## src/rtl/score_display_pkg.sv

```systemverilog
// Shared seven-segment patterns (active-low {g,f,e,d,c,b,a}), converter state encoding and range helper.
package score_display_pkg;

  localparam logic [6:0] SEG_0     = 7'b1000000;
  localparam logic [6:0] SEG_1     = 7'b1111001;
  localparam logic [6:0] SEG_2     = 7'b0100100;
  localparam logic [6:0] SEG_3     = 7'b0110000;
  localparam logic [6:0] SEG_4     = 7'b0011001;
  localparam logic [6:0] SEG_5     = 7'b0010010;
  localparam logic [6:0] SEG_6     = 7'b0000010;
  localparam logic [6:0] SEG_7     = 7'b1111000;
  localparam logic [6:0] SEG_8     = 7'b0000000;
  localparam logic [6:0] SEG_9     = 7'b0010000;
  localparam logic [6:0] SEG_DASH  = 7'b0111111;
  localparam logic [6:0] SEG_BLANK = 7'b1111111;

  localparam logic [1:0] ST_IDLE   = 2'd0;
  localparam logic [1:0] ST_SHIFT  = 2'd1;
  localparam logic [1:0] ST_ENCODE = 2'd2;

  // Largest value representable on the given number of decimal digits (10^digits - 1).
  function automatic logic [63:0] max_display_value(input int digits);
    logic [63:0] v;
    v = 64'd1;
    for (int i = 0; i < digits; i++) begin
      v = v * 64'd10;
    end
    return v - 64'd1;
  endfunction

endpackage

```

## src/rtl/seven_seg_digit_encoder.sv

```systemverilog
// Combinational BCD nibble to active-low segment pattern; zero latency, no flow control.
// Non-decimal nibbles render as a dash.
module seven_seg_digit_encoder
  import score_display_pkg::*;
(
  input  logic [3:0] i_nibble,
  output logic [6:0] o_seg
);

  always_comb begin
    case (i_nibble)
      4'd0:    o_seg = SEG_0;
      4'd1:    o_seg = SEG_1;
      4'd2:    o_seg = SEG_2;
      4'd3:    o_seg = SEG_3;
      4'd4:    o_seg = SEG_4;
      4'd5:    o_seg = SEG_5;
      4'd6:    o_seg = SEG_6;
      4'd7:    o_seg = SEG_7;
      4'd8:    o_seg = SEG_8;
      4'd9:    o_seg = SEG_9;
      default: o_seg = SEG_DASH;
    endcase
  end

endmodule

```

## src/rtl/score_to_seven_segment.sv

```systemverilog
// Binary score to NUM_DIGITS seven-segment digits via sequential double-dabble; done BIN_WIDTH+1 edges after load.
// Loads are accepted only while ready=1 (no queueing); LEADING_ZERO_BLANK_EN darkens leading zero digits.
module score_to_seven_segment
  import score_display_pkg::*;
#(
  parameter int NUM_DIGITS = 4,
  parameter int BIN_WIDTH  = 14
) (
  input  logic                    clock,
  input  logic                    reset_n,
  input  logic [BIN_WIDTH-1:0]    value,
  input  logic                    load,
  output logic                    ready,
  output logic                    done,
  output logic                    overflow,
  output logic [7*NUM_DIGITS-1:0] seg_out
);

  localparam int BCD_W = 4 * NUM_DIGITS;
  localparam int SEG_W = 7 * NUM_DIGITS;
  localparam int CNT_W = $clog2(BIN_WIDTH + 1);
  localparam logic [63:0] MAX_VAL = max_display_value(NUM_DIGITS);

  function automatic logic [SEG_W-1:0] reset_pattern();
    logic [SEG_W-1:0] p;
`ifdef LEADING_ZERO_BLANK_EN
    p      = {NUM_DIGITS{SEG_BLANK}};
    p[6:0] = SEG_0;
`else
    p      = {NUM_DIGITS{SEG_0}};
`endif
    return p;
  endfunction

  localparam logic [SEG_W-1:0] SEG_RESET = reset_pattern();

  logic [1:0]           r_state;
  logic [BIN_WIDTH-1:0] r_bin;
  logic [BCD_W-1:0]     r_bcd;
  logic [CNT_W-1:0]     r_cnt;
  logic                 r_ovf_cap;
  logic                 r_done;
  logic                 r_ovf;
  logic [SEG_W-1:0]     r_seg;

  logic [BCD_W-1:0]     w_bcd_adj;
  logic [SEG_W-1:0]     w_dig;
  logic [SEG_W-1:0]     w_seg_next;
`ifdef LEADING_ZERO_BLANK_EN
  logic                 w_lead_zero;
`endif

  always_comb begin
    w_bcd_adj = r_bcd;
    for (int n = 0; n < NUM_DIGITS; n++) begin
      if (r_bcd[4*n +: 4] >= 4'd5) begin
        w_bcd_adj[4*n +: 4] = r_bcd[4*n +: 4] + 4'd3;
      end
    end
  end

  for (genvar g = 0; g < NUM_DIGITS; g++) begin : g_digit
    seven_seg_digit_encoder u_enc (
      .i_nibble (r_bcd[4*g +: 4]),
      .o_seg    (w_dig[7*g +: 7])
    );
  end

  // Overflow is judged on the full-width capture, so the truncated BCD is never shown.
  always_comb begin
    w_seg_next = w_dig;
`ifdef LEADING_ZERO_BLANK_EN
    w_lead_zero = 1'b1;
    for (int k = NUM_DIGITS - 1; k > 0; k--) begin
      w_lead_zero = w_lead_zero && (r_bcd[4*k +: 4] == 4'd0);
      if (w_lead_zero) begin
        w_seg_next[7*k +: 7] = SEG_BLANK;
      end
    end
`endif
    if (r_ovf_cap) begin
      w_seg_next = {NUM_DIGITS{SEG_DASH}};
    end
  end

  always_ff @(posedge clock or negedge reset_n) begin
    if (!reset_n) begin
      r_state   <= ST_IDLE;
      r_bin     <= '0;
      r_bcd     <= '0;
      r_cnt     <= '0;
      r_ovf_cap <= 1'b0;
      r_done    <= 1'b0;
      r_ovf     <= 1'b0;
      r_seg     <= SEG_RESET;
    end else begin
      r_done <= 1'b0;
      case (r_state)
        ST_IDLE: begin
          if (load) begin
            r_bin     <= value;
            r_bcd     <= '0;
            r_cnt     <= '0;
            r_ovf_cap <= (64'(value) > MAX_VAL);
            r_state   <= ST_SHIFT;
          end
        end
        ST_SHIFT: begin
          r_bcd <= {w_bcd_adj[BCD_W-2:0], r_bin[BIN_WIDTH-1]};
          r_bin <= r_bin << 1;
          r_cnt <= r_cnt + 1'b1;
          if (r_cnt == CNT_W'(BIN_WIDTH - 1)) begin
            r_state <= ST_ENCODE;
          end
        end
        ST_ENCODE: begin
          r_seg   <= w_seg_next;
          r_ovf   <= r_ovf_cap;
          r_done  <= 1'b1;
          r_state <= ST_IDLE;
        end
        default: r_state <= ST_IDLE;
      endcase
    end
  end

  assign ready    = (r_state == ST_IDLE);
  assign done     = r_done;
  assign overflow = r_ovf;
  assign seg_out  = r_seg;

endmodule

```

## config.mk

```make
export PLATFORM = sky130hd
export DESIGN_NAME = score_to_seven_segment
export DESIGN_NICKNAME = d
export VERILOG_FILES = /design/src/rtl/score_display_pkg.sv /design/src/rtl/seven_seg_digit_encoder.sv /design/src/rtl/score_to_seven_segment.sv
export SDC_FILE = /design/constraint.sdc
export NUM_CORES = 1
export LEC_CHECK = 0
export BUFFER_PORTS_ARGS = -buffer_cell sky130_fd_sc_hd__buf_2
export CORE_UTILIZATION = 35
export DETAILED_ROUTE_END_ITERATION = 7
export PLACE_DENSITY = 0.55
export SLEW_MARGIN = 20
export SYNTH_ARGS = -nofsm -noshare
export SYNTH_HDL_FRONTEND = slang
export SYNTH_SLANG_ARGS = --single-unit
```

## constraint.sdc

```tcl
create_clock -name clock -period 3 [get_ports clock]
set_input_delay 0.3 -clock clock [delete_from_list [all_inputs] [get_ports clock]]
set_output_delay 0.3 -clock clock [all_outputs]
set_load 0.01 [all_outputs]
```

# Word level (Yosys, flattened, before mapping)

Memory sizes are Yosys's and may differ from the RTL's.
Cells that the tools add are included.
Widths: inputs -> output; s select.

Reductions and logical operators: 5
Mux-type cells: 15
Eq/ne operators: 5
$add $sub $neg: 5
Bitwise operators: 0
Magnitude comparators: 5
Shift-type cells: 0
$mul: 0
Div/mod/pow operators: 0

Operators by type and width:

| kind                 | number |
|---|---|
| $pmux 16 s2          | 1 |
| $mux 28              | 1 |
| $pmux 14 s2          | 1 |
| $ge 4x3->1 const B   | 4 |
| $mux 16              | 1 |
| $mux 4               | 4 |
| $gt 14x14->1 const B | 1 |
| $mux 14              | 1 |
| $add 4x2->4 const B  | 3 |
| $pmux 4 s2           | 1 |
| $reduce_and 2->1     | 3 |
| $add 4x1->4 const B  | 1 |
| $eq 4x4->1 const B   | 1 |
| $mux 2               | 2 |
| $ne 2x2->1 const B   | 2 |
| $pmux 2 s2           | 1 |
| $add 3x2->3 const B  | 1 |
| $mux 3               | 1 |
| $eq 2x1->1 const B   | 1 |
| $eq 2x2->1 const B   | 1 |
| $logic_not 2->1      | 1 |
| $reduce_bool 2->1    | 1 |
| $mux 1               | 1 |

Output and inout port bits: 31
Bits in latches: 0
Word-level logic and storage cells: 47
Memories kept: 4
Flip-flop bits (word level): 67
Input port bits: 17
Memory bits (writable): 0
Bits in read-only memories: 448

Memories:

| memory           | words | bits a word | rd ports | clocked after memory_dff | wr ports | RTL line                      | source |
|---|---|---|---|---|---|---|---|
| (name not given) | 16    | 7           | 1        | 0                        | 0        | seven_seg_digit_encoder.sv:11 | `case (i_nibble)` |
| (name not given) | 16    | 7           | 1        | 0                        | 0        | seven_seg_digit_encoder.sv:11 |  |
| (name not given) | 16    | 7           | 1        | 0                        | 0        | seven_seg_digit_encoder.sv:11 |  |
| (name not given) | 16    | 7           | 1        | 0                        | 0        | seven_seg_digit_encoder.sv:11 |  |

# Logic depth before layout (Yosys ltp)

Gate-level depths: netlist of run 1.

Depth after elaboration: 3
Gate-level depth with buffers: 7

# Hierarchy

Synthesis of run 1 repeated with hierarchy kept, for this count alone.

Cell total of the unflattened synthesis: 438
Area, all modules: 3955.0 um^2

By module, submodules not included:

| module                                          | area each (um^2) | instances | cells an instance |
|---|---|---|---|
| score_to_seven_segment                          | 3010.4           | 1         | 314 |
| seven_seg_digit_encoder at g_digit[0].u_enc ... | 240.2            | 3         | 31 |
| seven_seg_digit_encoder at g_digit[1].u_enc     | 224.0            | 1         | 31 |

# Least setup slack after synthesis of run 1

No wires, ideal clock.

Kind: register -> register
Start point: register r_bcd[1]
End point: register r_bcd[2]
Setup slack: 1519 ps
Library setup time: 146 ps
Cell stages (with the launch flop): 7
Arrival: 1334 ps
Buffers on the path: 0
Cell sequence: dfrtp_1 -> inv_1 -> ha_1 -> nand2b_1 -> a21oi_1 -> or3_1 -> o311ai_0

Word-level cells in the longest chain between the ends: 3

Ends and longest elaborated chain:

| element                                   | RTL line                                                   | source |
|---|---|---|
| start: declaration                        | score_to_seven_segment.sv:39                               | `logic [BCD_W-1:0] r_bcd;` |
| start signal: assignment                  | score_to_seven_segment.sv:109                              | `r_bcd <= {w_bcd_adj[BCD_W-2:0], r_bin[BIN_WIDTH-1]};` |
| $add 4x2->4 or $ge 4x3->1 (tied branches) | score_to_seven_segment.sv:57, score_to_seven_segment.sv:56 |  |
| $mux 4 *                                  | score_to_seven_segment.sv:56                               | `if (r_bcd[4*n +: 4] >= 4'd5) begin` |
| $pmux 16 s2 *                             | score_to_seven_segment.sv:98                               | `case (r_state)` |

Every way passes the cells marked *; elsewhere a longest branch is shown, timed or not.
A chain may end at the register's enable or synchronous reset.

# Worst setup path in the final report of run 1

Start point: register r_state[0]
End point: register r_bcd[3]

Word-level cells in the longest chain between the ends: 3

Ends and longest elaborated chain:

| element                                                   | RTL line                      | source |
|---|---|---|
| start: declaration                                        | score_to_seven_segment.sv:37  | `logic [1:0] r_state;` |
| start signal: assignment                                  | score_to_seven_segment.sv:88  | `r_state <= ST_IDLE;` |
| start signal: assignment                                  | score_to_seven_segment.sv:105 | `r_state <= ST_SHIFT;` |
| start signal: assignment                                  | score_to_seven_segment.sv:113 | `r_state <= ST_ENCODE;` |
| $eq 2x1->1 or $logic_not 2->1 (tied branches)             | score_to_seven_segment.sv:98  |  |
| $reduce_bool 2->1 (no line) or $ne 2x2->1 (tied branches) | -                             |  |
| $reduce_and 2->1 (no line)                                | -                             |  |

Several ways; a longest one is shown, not always the timed one.

==> results.ini, run 1 <==
[logic_synthesis]
synth_cells = 392
async_reset_ff_share_pct = 100
synthDistinctLibCells = 47
synth_top_family_by_area = compound AO/OA/AOI/OAI gates
syn-num-nets = 435
synth.area.top_cells = dfrtp_1, ha_1, nor2_1
yosys.area_share.adder_pct = 8.83
synth_area_per_cell_sq_um = 9.40
synthTopCellsByCount = dfrtp_1, nor2_1, nand2_1, o21ai_0
synth-compound-area-share_pct = 19.7
synthMuxAreaShare_pct = 1.43
synth_xor_area_share_pct = 1.19
synth-seq-cells = 67
yosysTopAreaCellShare_pct = 42.8
synth_edf_count = 0
seq_area_frac_synth_pct = 45.6
synth_top_cell_by_area = dfrtp_1
synth_warnings = 0
synthMostInstantiatedCell = dfrtp_1
yosys.area_share.simple_pct = 16.4
synth-main-ff-cell = dfrtp_1
synth_area_sq_um = 3690

[hold_path]
hp-class = in -> async

[critical_path]
cp_data_arrival_time_ns = 2.01
r2r_cells = 3
worstPathCellList = or3b_2, nand2_8, o32ai_1
path_max_fanout = 24
startpoint_type = register
worst_path_largest_cell_delay_ns = 0.80
worstPathRequired_ns = 3.21
cp-end-kind = register
r2r_setup_slack_ns = 1.20
r2r_end = r_bcd[3]
critPathSlowestCell = or3b_2
setup.worst_path.class = reg -> reg
r2r-start = r_state[0]

[detailed_routing]
drt_iter0_markers = 86
wl_per_cell_microns = 13.6
drc = 0
firstDrtPassIters = 4
vias_per_cell = 5.04
wirelength_microns = 7750
vias = 2875
postRouteAntennaNets = 0

[global_routing]
grt_pass1_wl_microns = 13400
grtUsageTotal_pct = 15.4
grt_max_degree = 41
grt_pass1_vias = 2733
grt_overflow = 0
grt_antenna_before_repair = 0

[placement]
hpwl_microns = 5400
placed_cells = 556
gp_congestion = 0.778
io_buffers = 47

[finish]
stdcell_count = 571
drive_above_1_share_pct = 20.5
layout.nets = 474
synthToLayoutAreaGrowth_pct = 11.9
antennaDiodeCount = 0

[timing]
tightestPinTransition_ns = 0.758
finalCriticalPeriod_ns = 1.80
setup_viol = 0
hold_viol = 0
fin_skew_ns = 0.00803
timing.fmax_ghz = 0.557
slew_headroom_pct = 49.5
slew_viol_final = 0
post-route-period-util_pct = 59.9
rsz0062_at_grt = false
tns_ns = 0

[clock_network]
clkTransAtPathRegs_ns = 0.07
cts_inserted_buffers = 9
cts_setup_buffers = 0
clk_latency_ns = 0.35
cts_resized = 0
clockBufferDepth = 2
hold_buffers = 0
cts_sinks = 67
htreeDepth = 3
cts_tree = done
cts_root_buf = clkbuf_8

[power]
vdd.ir_drop.worst_v = 0.000295
p_leak_nw = 1.92
power_density_nw_per_um2 = 1110

[status]
status = finished, final reports clean

[flow_run]
drv_cap = 0

[die]
die_w_microns = 105
start_util_pct = 35.9
die_y_microns = 105
rows = 37
die-area_sq_um = 10900
core_sq_um = 10300
io_pins = 48

[worst max-delay path: cells and delay by family, from the launching register on]
kind / cells / cell delay [ns]
compound gates: 1 / 0.10
flops: 1 / 0.50
simple gates: 2 / 1.05
[cell families after synthesis]
group           after synthesis
mux                           5
xor+xnor                      5
buf+inv                      49
flops                        67
compound gates              111
fa+ha+maj                    26
simple gates                129
[area by class of cell]
type                            instances  area (sq um)
Tap cell                              136           170
Fill cell                            1063          6150
Multi-Input combinational cell        276          1750
Sequential cell                        67          1680
Clock inverter                          1          5.00
Timing Repair Buffer                   51           278
Clock buffer                           14           143
Inverter                               26          97.6
[sequential cells by signal (all words and copies together) (netlist names)]
register   count
r_bcd         16
seg_out       28
done           1
r_ovf_cap      1
r_state        2
r_cnt          4
r_bin         14
overflow       1
[cell usage in the layout, fill, tap and decap left out, types with 2 or more instances in the layout]
cell type / count
o21a_1: 2
nor2_2: 9
dfrtp_1: 63
o211ai_1: 2
clkbuf_8: 9
a21oi_1: 25
o22a_1: 5
nand3_1: 15
nand2b_1: 4
o22ai_1: 3
or3_1: 2
dfstp_2: 4
nor2_1: 50
inv_1: 26
nand2_1: 35
nor3_1: 3
ha_1: 26
a31oi_1: 11
o21ai_1: 11
nor2b_1: 3
xnor2_1: 4
clkbuf_1: 5
buf_4: 3
o41ai_1: 4
mux2_2: 2
mux2i_1: 3
o311ai_0: 5
o22ai_2: 9
buf_2: 47
o21ai_0: 27
o32ai_1: 2
[per-layer routing]
metal	GRT usage, %	part of all wire, %	vias up	wire length (microns)
met2	22.8	45	45	3460
met4	6.94	1.8	0	138
li1	-	-	1441	-
met1	21.3	50	1375	3900
met5	0	0	-	0
met3	3.74	3.4	14	260
[stage by stage]
step           cell area [sq um]  total power, W  setup slack (ns)  util, %  hold WS, ns
2_1_floorplan               3690         0.00346              1.52        -      0.00441
3_3_place_gp                3980         0.00394              1.02     38.7        0.413
4_1_cts                     4130         0.00461             0.975     40.2       0.0474
3_5_place_dp                3980         0.00398             0.971     38.7        0.425
6_report                    4130         0.00456              1.20     40.2       0.0229
5_1_grt                     4130         0.00505             0.903     40.2       0.0737
[how the worst max path moves through the flow]
stage	from	to	slack, ns	cells after the start
floorplan	r_bcd[1]	r_bcd[2]	1.52	6
CTS	r_state[0]	r_bin[7]	0.98	4
finish	r_state[0]	r_bcd[3]	1.20	3
global route	r_state[1]	seg_out[23]	0.90	4
detailed placement	r_state[0]	r_bin[7]	0.97	4
global placement	r_state[0]	r_bin[5]	1.02	4
[power breakdown]
part / switching [W] / internal (W)
logic: 0.00123 / 0.000949
registers: 0.000441 / 0.00132
clock network: 0.000326 / 0.000296
total: 0.00200 / 0.00256
(Power assumes the default switching activity.)
==> run 2, diff against run 1 <==
Settings changed: PLACE_DENSITY 0.55 to 0.57.
Clock period 3 ns to 1.56 ns, I/O delays scaled along.
==> run 2 against run 1 <==
Compared with the run above:
- worst setup slack got worse by 1.1 ns
- largest cell class unchanged
- wire length rose by 5.8%
- clock skew fell by 0.0017 ns
- clock-buffer cell count fell by 1
==> results.ini, run 2 (synthesis results as in run 1) <==
[status]
status = finished, final reports clean

[die]
io_pins = 48  ; unchanged
start_util_pct = 35.9  ; unchanged
die-area_sq_um = 10900  ; unchanged
core_sq_um = 10300  ; unchanged
die_w_microns = 105  ; unchanged
rows = 37  ; unchanged
die_y_microns = 105  ; unchanged

[detailed_routing]
firstDrtPassIters = 4  ; unchanged
drc = 0  ; unchanged
postRouteAntennaNets = 0  ; unchanged
wl_per_cell_microns = 13.5  ; -0.62%
vias = 2984  ; +3.8%
vias_per_cell = 4.91  ; -2.5%
drt_iter0_markers = 94  ; +9.3%
wirelength_microns = 8210  ; +5.8%

[finish]
final_common_cell = dfrtp_1
largest_reg_flops = 28  ; unchanged
layout.nets = 510  ; +7.6%
n_fill_cell = 1030  ; -3.1%
antennaDiodeCount = 0  ; unchanged
synthToLayoutAreaGrowth_pct = 21.1
layout_common_cells = dfrtp_1, nor2_1, buf_2, buf_4, nand2_1
drive_above_1_share_pct = 28.6  ; +8.1 points

[critical_path]
path_max_fanout = 5  ; -79%
r2r_setup_slack_ns = 0.07  ; -1.13 ns
cp-end-kind = register
cp-endpoint = r_bcd[1]
worstSetupStartpoint = r_bcd[0]
r2r-start = r_bcd[0]
startpoint_type = register
setup.worst_path.class = reg -> reg
r2r_cells = 7  ; +4
worstPathRequired_ns = 1.78  ; -1.43 ns
r2r_end = r_bcd[1]
cp_data_arrival_time_ns = 1.71  ; -0.30 ns

[clock_network]
htreeDepth = 3  ; unchanged
clkTransAtPathRegs_ns = 0.07  ; about the same
clk_latency_ns = 0.34  ; about the same
cts_tree = done
clockBufferDepth = 2  ; unchanged
cts_sinks = 67  ; unchanged
cts_root_buf = clkbuf_8
cts_inserted_buffers = 9  ; unchanged

[flow_run]
drv_cap = 0  ; unchanged

[power]
vdd.ir_drop.worst_v = 0.000571  ; +94%
p_leak_nw = 2.12  ; +10%
power_density_nw_per_um2 = 2150  ; +94%

[timing]
tightestPinTransition_ns = 0.459  ; -0.298 ns
slew_headroom_pct = 69.3  ; +20 points
timing.fmax_ghz = 0.673  ; +21%
hold_viol = 0  ; unchanged
setup_viol = 0  ; unchanged
fin_skew_ns = 0.00636  ; -0.00167 ns
tns_ns = 0  ; unchanged
finalCriticalPeriod_ns = 1.49  ; -0.310 ns
worst_hold_slack_ns = 0.0649  ; +0.0420 ns
post-route-period-util_pct = 95.3  ; +35 points
slew_viol_final = 0  ; unchanged

[global_routing]
grt_antenna_before_repair = 0  ; unchanged
grt_pass1_vias = 3025  ; +11%
grtUsageTotal_pct = 16.2  ; +0.80 points
grt_pass1_wl_microns = 14200  ; +6.1%
grt_overflow = 0  ; unchanged
grt_max_degree = 41  ; unchanged

[placement]
gp_congestion = 0.823  ; +5.8%
io_buffers = 47  ; unchanged
hpwl_microns = 5900  ; +9.3%

[hold_path]
hp-class = in -> reg

[run 2: worst min-delay path by stage]
stage                         start  cells past startpoint          end  slack (ns)
after floorplan             reset_n                      0         done       -0.14
after global placement      reset_n                      1  seg_out[21]       -0.02
after detailed placement    reset_n                      1  seg_out[21]       -0.02
after CTS                 value[13]                      3    r_bin[13]        0.05
after global routing      value[13]                      3    r_bin[13]        0.05
final                     value[13]                      3    r_bin[13]        0.06
[run 2: cell type report]
type	instances	area, sq um	area share, %
Clock buffer	13	139	3.11
Clock inverter	3	15.0	0.336
Inverter	26	97.6	2.19
Multi-Input combinational cell	276	1780	39.9
Sequential cell	67	1680	37.7
Tap cell	136	170	3.81
Timing Repair Buffer	87	576	12.9
[run 2: through the flow]
stage                     setup slack [ns]  std cells  power (W)  area (sq um)  util [%]
final                               0.0740        608    0.00959          4460      43.4
after global routing               -0.0306        608     0.0105          4460      43.4
after CTS                           0.0163        601    0.00939          4380      42.6
after detailed placement            0.0385        584    0.00814          4210      41.0
after global placement              0.0990        584    0.00802          4210      41.0
after floorplan                     0.0795        392    0.00665          3690         -
[run 2: routing by layer]
layer	track usage, %	vias up	share of wire (%)
li1	-	1511	-
met1	21.4	1412	48
met2	25.9	47	47
met3	2.68	14	2.9
met4	7.95	0	2.2
met5	0	-	0
[run 2: power breakdown]
group / leakage, nW / internal, W / switching (W)
Clock: 0.0812 / 0.000572 / 0.000645
Combinational: 1.21 / 0.00238 / 0.00274
Sequential: 0.834 / 0.00254 / 0.000711
[run 2: what timing repair did]
action                                 4_1_cts  5_1_grt
setup endpoints to repair                    0       15
endpoints found under the hold margin       63        0
buffers inserted                             0        7
gates resized for setup                      0       14
hold buffers                                 1        0
[run 2: worst max-delay path: stages, from the launching register on]
cell and delay, ns:
dfrtp_1 0.43, inv_1 0.09, ha_1 0.25, nand2b_4 0.08
a21oi_2 0.19, buf_4 0.14, xnor2_1 0.11, o21ai_1 0.07
==> run 3, diff against run 2 <==
Settings changed: SYNTH_HIERARCHICAL from default to 1.
==> run 3 against run 2 <==
Compared with the run above:
- critical path depth is 1 lower
- cell area is 7.5% higher
- sequential power is 1% lower
- largest power group unchanged
==> results.ini, run 3 <==
[logic_synthesis]
async_reset_ff_share_pct = 100  ; unchanged
synth_warnings = 6  ; +6
synth-seq-cells = 67  ; unchanged
synth-main-ff-cell = dfrtp_1
synthTopCellsByCount = dfrtp_1, nor2_1, o21ai_0, nand2_1, ha_1
synth_cells = 438  ; +12%
seq_area_frac_synth_pct = 42.5  ; -3.1 points
synthMostInstantiatedCell = dfrtp_1
synth.area.top_cells = dfrtp_1, ha_1, o21ai_0
synthDistinctLibCells = 43  ; -8.5%
synth_area_sq_um = 3960  ; +7.3%
syn-num-nets = 485  ; +11%
synth_edf_count = 0  ; unchanged
synth_area_per_cell_sq_um = 9.03  ; -4.0%
synth_top_cell_by_area = dfrtp_1
yosysTopAreaCellShare_pct = 39.9  ; -2.9 points

[clock_network]
cts_tree = done
clk_latency_ns = 0.33  ; about the same
clkTransAtPathRegs_ns = 0.06  ; about the same
cts_inserted_buffers = 9  ; unchanged
cts_sinks = 67  ; unchanged
cts_root_buf = clkbuf_16
htreeDepth = 3  ; unchanged
clockBufferDepth = 2  ; unchanged

[placement]
pre_cts_ws_ns = 0.00700  ; -0.0315 ns
gp_congestion = 0.756  ; -8.1%
io_buffers = 47  ; unchanged
placed_area_sq_um = 4450  ; +5.6%
hpwl_microns = 5640  ; -4.5%

[timing]
worst_hold_slack_ns = 0.0138  ; -0.0511 ns
slew_viol_final = 0  ; unchanged
hold_viol = 0  ; unchanged
slew_headroom_pct = 49.6  ; -20 points
post-route-period-util_pct = 96.3  ; +1.1 points
finalCriticalPeriod_ns = 1.50  ; +0.0168 ns
tightestPinTransition_ns = 0.756  ; +0.296 ns
fin_ws_ns = 0.0572  ; -0.0168 ns
timing.fmax_ghz = 0.665  ; -1.1%
setup_viol = 0  ; unchanged
fin_skew_ns = 0.00648  ; +0.000125 ns

[power]
p_leak_nw = 2.32  ; +9.2%
totalPowerFinal_w = 0.0101  ; +5.3%
power_density_nw_per_um2 = 2100  ; -2.1%
vdd.ir_drop.worst_v = 0.000743  ; +30%

[detailed_routing]
drt_iter0_markers = 135  ; +44%
drc = 0  ; unchanged
vias_per_cell = 4.86  ; -0.99%
wl_per_cell_microns = 12.7  ; -5.7%
wirelength_microns = 8230  ; +0.24%
vias = 3139  ; +5.2%
postRouteAntennaNets = 0  ; unchanged
firstDrtPassIters = 4  ; unchanged

[finish]
stdcell_area_sq_um = 4800  ; +7.5%
synthToLayoutAreaGrowth_pct = 21.3
drive_above_1_share_pct = 25.1  ; -3.5 points
antennaDiodeCount = 0  ; unchanged
layout.nets = 548  ; +7.5%
final_common_cell = nor2_1
largest_reg_flops = 28  ; unchanged
layout_common_cells = nor2_1, dfrtp_1, buf_2, o21ai_0, nand2_1

[critical_path]
r2r_cells = 6  ; -1
worstPathRequired_ns = 1.78  ; about the same
worstSetupStartpoint = r_bcd[9]
cp-end-kind = register
critPathSlowestCell = dfrtp_2
r2r_end = r_bcd[10]
cp-endpoint = r_bcd[10]
r2r-start = r_bcd[9]
cp_data_arrival_time_ns = 1.72  ; about the same
startpoint_type = register
worstPathCellList = inv_1, ha_1, nand2b_1, a21oi_2, nor3_1, a311o_1
r2r_setup_slack_ns = 0.06  ; -0.02 ns
worst_path_largest_cell_delay_ns = 0.42  ; about the same
setup.worst_path.class = reg -> reg
path_max_fanout = 8  ; +3

[flow_run]
drv_cap = 0  ; unchanged

[die]
start_util_pct = 36.2  ; +0.30 points
die_w_microns = 108  ; +3.5%
io_pins = 48  ; unchanged
die-area_sq_um = 11700  ; +7.1%
rows = 38  ; +2.7%
core_sq_um = 10900  ; +6.4%
die_y_microns = 108  ; +3.5%

[global_routing]
grt_overflow = 0  ; unchanged
grt_pass1_wl_microns = 14100  ; -0.49%
grt_max_degree = 33  ; -20%
grtUsageTotal_pct = 15.6  ; -0.67 points
grt_pass1_vias = 3032  ; +0.23%
grt_antenna_before_repair = 0  ; unchanged

[hold_path]
worstHoldPathCells = 3  ; unchanged
hp-class = in -> reg

[status]
status = finished, final reports clean

-- run 3: changes by cell type after synthesis, moves of 6 or more --
| cell | previous run | this run |
|---|---|---|
| nand2b_1 | 4 | 14 |
| a31oi_1 | 11 | 4 |
| o22ai_1 | 3 | 12 |
| a22oi_1 | 1 | 7 |
| nor2_2 | 9 | 0 |
| a21oi_1 | 25 | 14 |
| o22ai_2 | 9 | 0 |
| o21ai_0 | 27 | 48 |
| o21ai_1 | 11 | 0 |
| nor2_1 | 50 | 59 |
| o31ai_1 | 1 | 11 |
| clkbuf_1 | 7 | 13 |
-- run 3: timing repair --
| action | in CTS | in global routing |
|---|---|---|
| hold endpoints to repair | 19 | 0 |
| gates resized for setup | 3 | 19 |
| pin swaps | 0 | 3 |
| endpoints found under the setup margin | 1 | 13 |
| setup buffers | 0 | 2 |
| hold buffers | 1 | 0 |
-- run 3: logic make-up (layout without fill, tap and decap cells) --
| family | after synthesis | count (layout) | synth area share [%] |
|---|---|---|---|
| compound gates | 106 | 106 | 16.0 |
| xor+xnor | 8 | 8 | 1.77 |
| fa+ha+maj | 30 | 30 | 9.49 |
| buf+inv | 54 | 122 | 6.90 |
| flops | 67 | 67 | 42.5 |
| mux | 8 | 8 | 2.15 |
| simple gates | 165 | 165 | 21.1 |
-- run 3: how the worst min path moves through the flow --
stage,end,startpoint
finish,r_bin[0],value[0]
global route,r_bin[0],value[0]
CTS,r_bin[0],value[0]
detailed placement,r_bcd[1],reset_n
global placement,r_bcd[2],reset_n
floorplan,done,reset_n
-- run 3: final cells by class --
class                   count  area, sq um
flip-flops and latches     67         1690
clock inverters             3         15.0
clock buffers              13          260
well taps                 140          175
inverters                  26         97.6
repair buffers             80          514
fillers                  1092         6140
multi-input cells         317         2050
-- run 3: metal layers --
layer | vias to the layer above | part of all wire [%] | global-route usage [%] | wire (microns)
met4 | 0 | 2.1 | 7.05 | 173
met2 | 59 | 44 | 23.9 | 3610
met3 | 15 | 3.7 | 3.80 | 306
li1 | 1628 | - | - | -
met5 | - | 0 | 0 | 0
met1 | 1437 | 50 | 20.7 | 4130
-- run 3: power by group --
| part | internal [W] | switching, W | total (W) | leakage, nW |
|---|---|---|---|---|
| clock network | 0.00115 | 0.000718 | 0.00187 | 0.139 |
| logic | 0.00241 | 0.00261 | 0.00502 | 1.36 |
| registers | 0.00249 | 0.000718 | 0.00321 | 0.820 |
| total | 0.00605 | 0.00404 | 0.0101 | 2.32 |
-- run 3: critical path, delay by kind of cell, from the launching register on --
family | cells | cell delay [ns]
compound gates | 2 | 0.49
flops | 1 | 0.42
simple gates | 2 | 0.21
fa+ha+maj | 1 | 0.18
buf+inv | 1 | 0.09
-- run 3: metrics by stage --
stage	cells	utilization, %	TNS [ns]
final	646	43.9	0
after global routing	646	43.9	-0.0101
after CTS	644	43.4	0
after detailed placement	627	40.7	0
after global placement	627	40.7	0
after floorplan	438	-	-0.0437
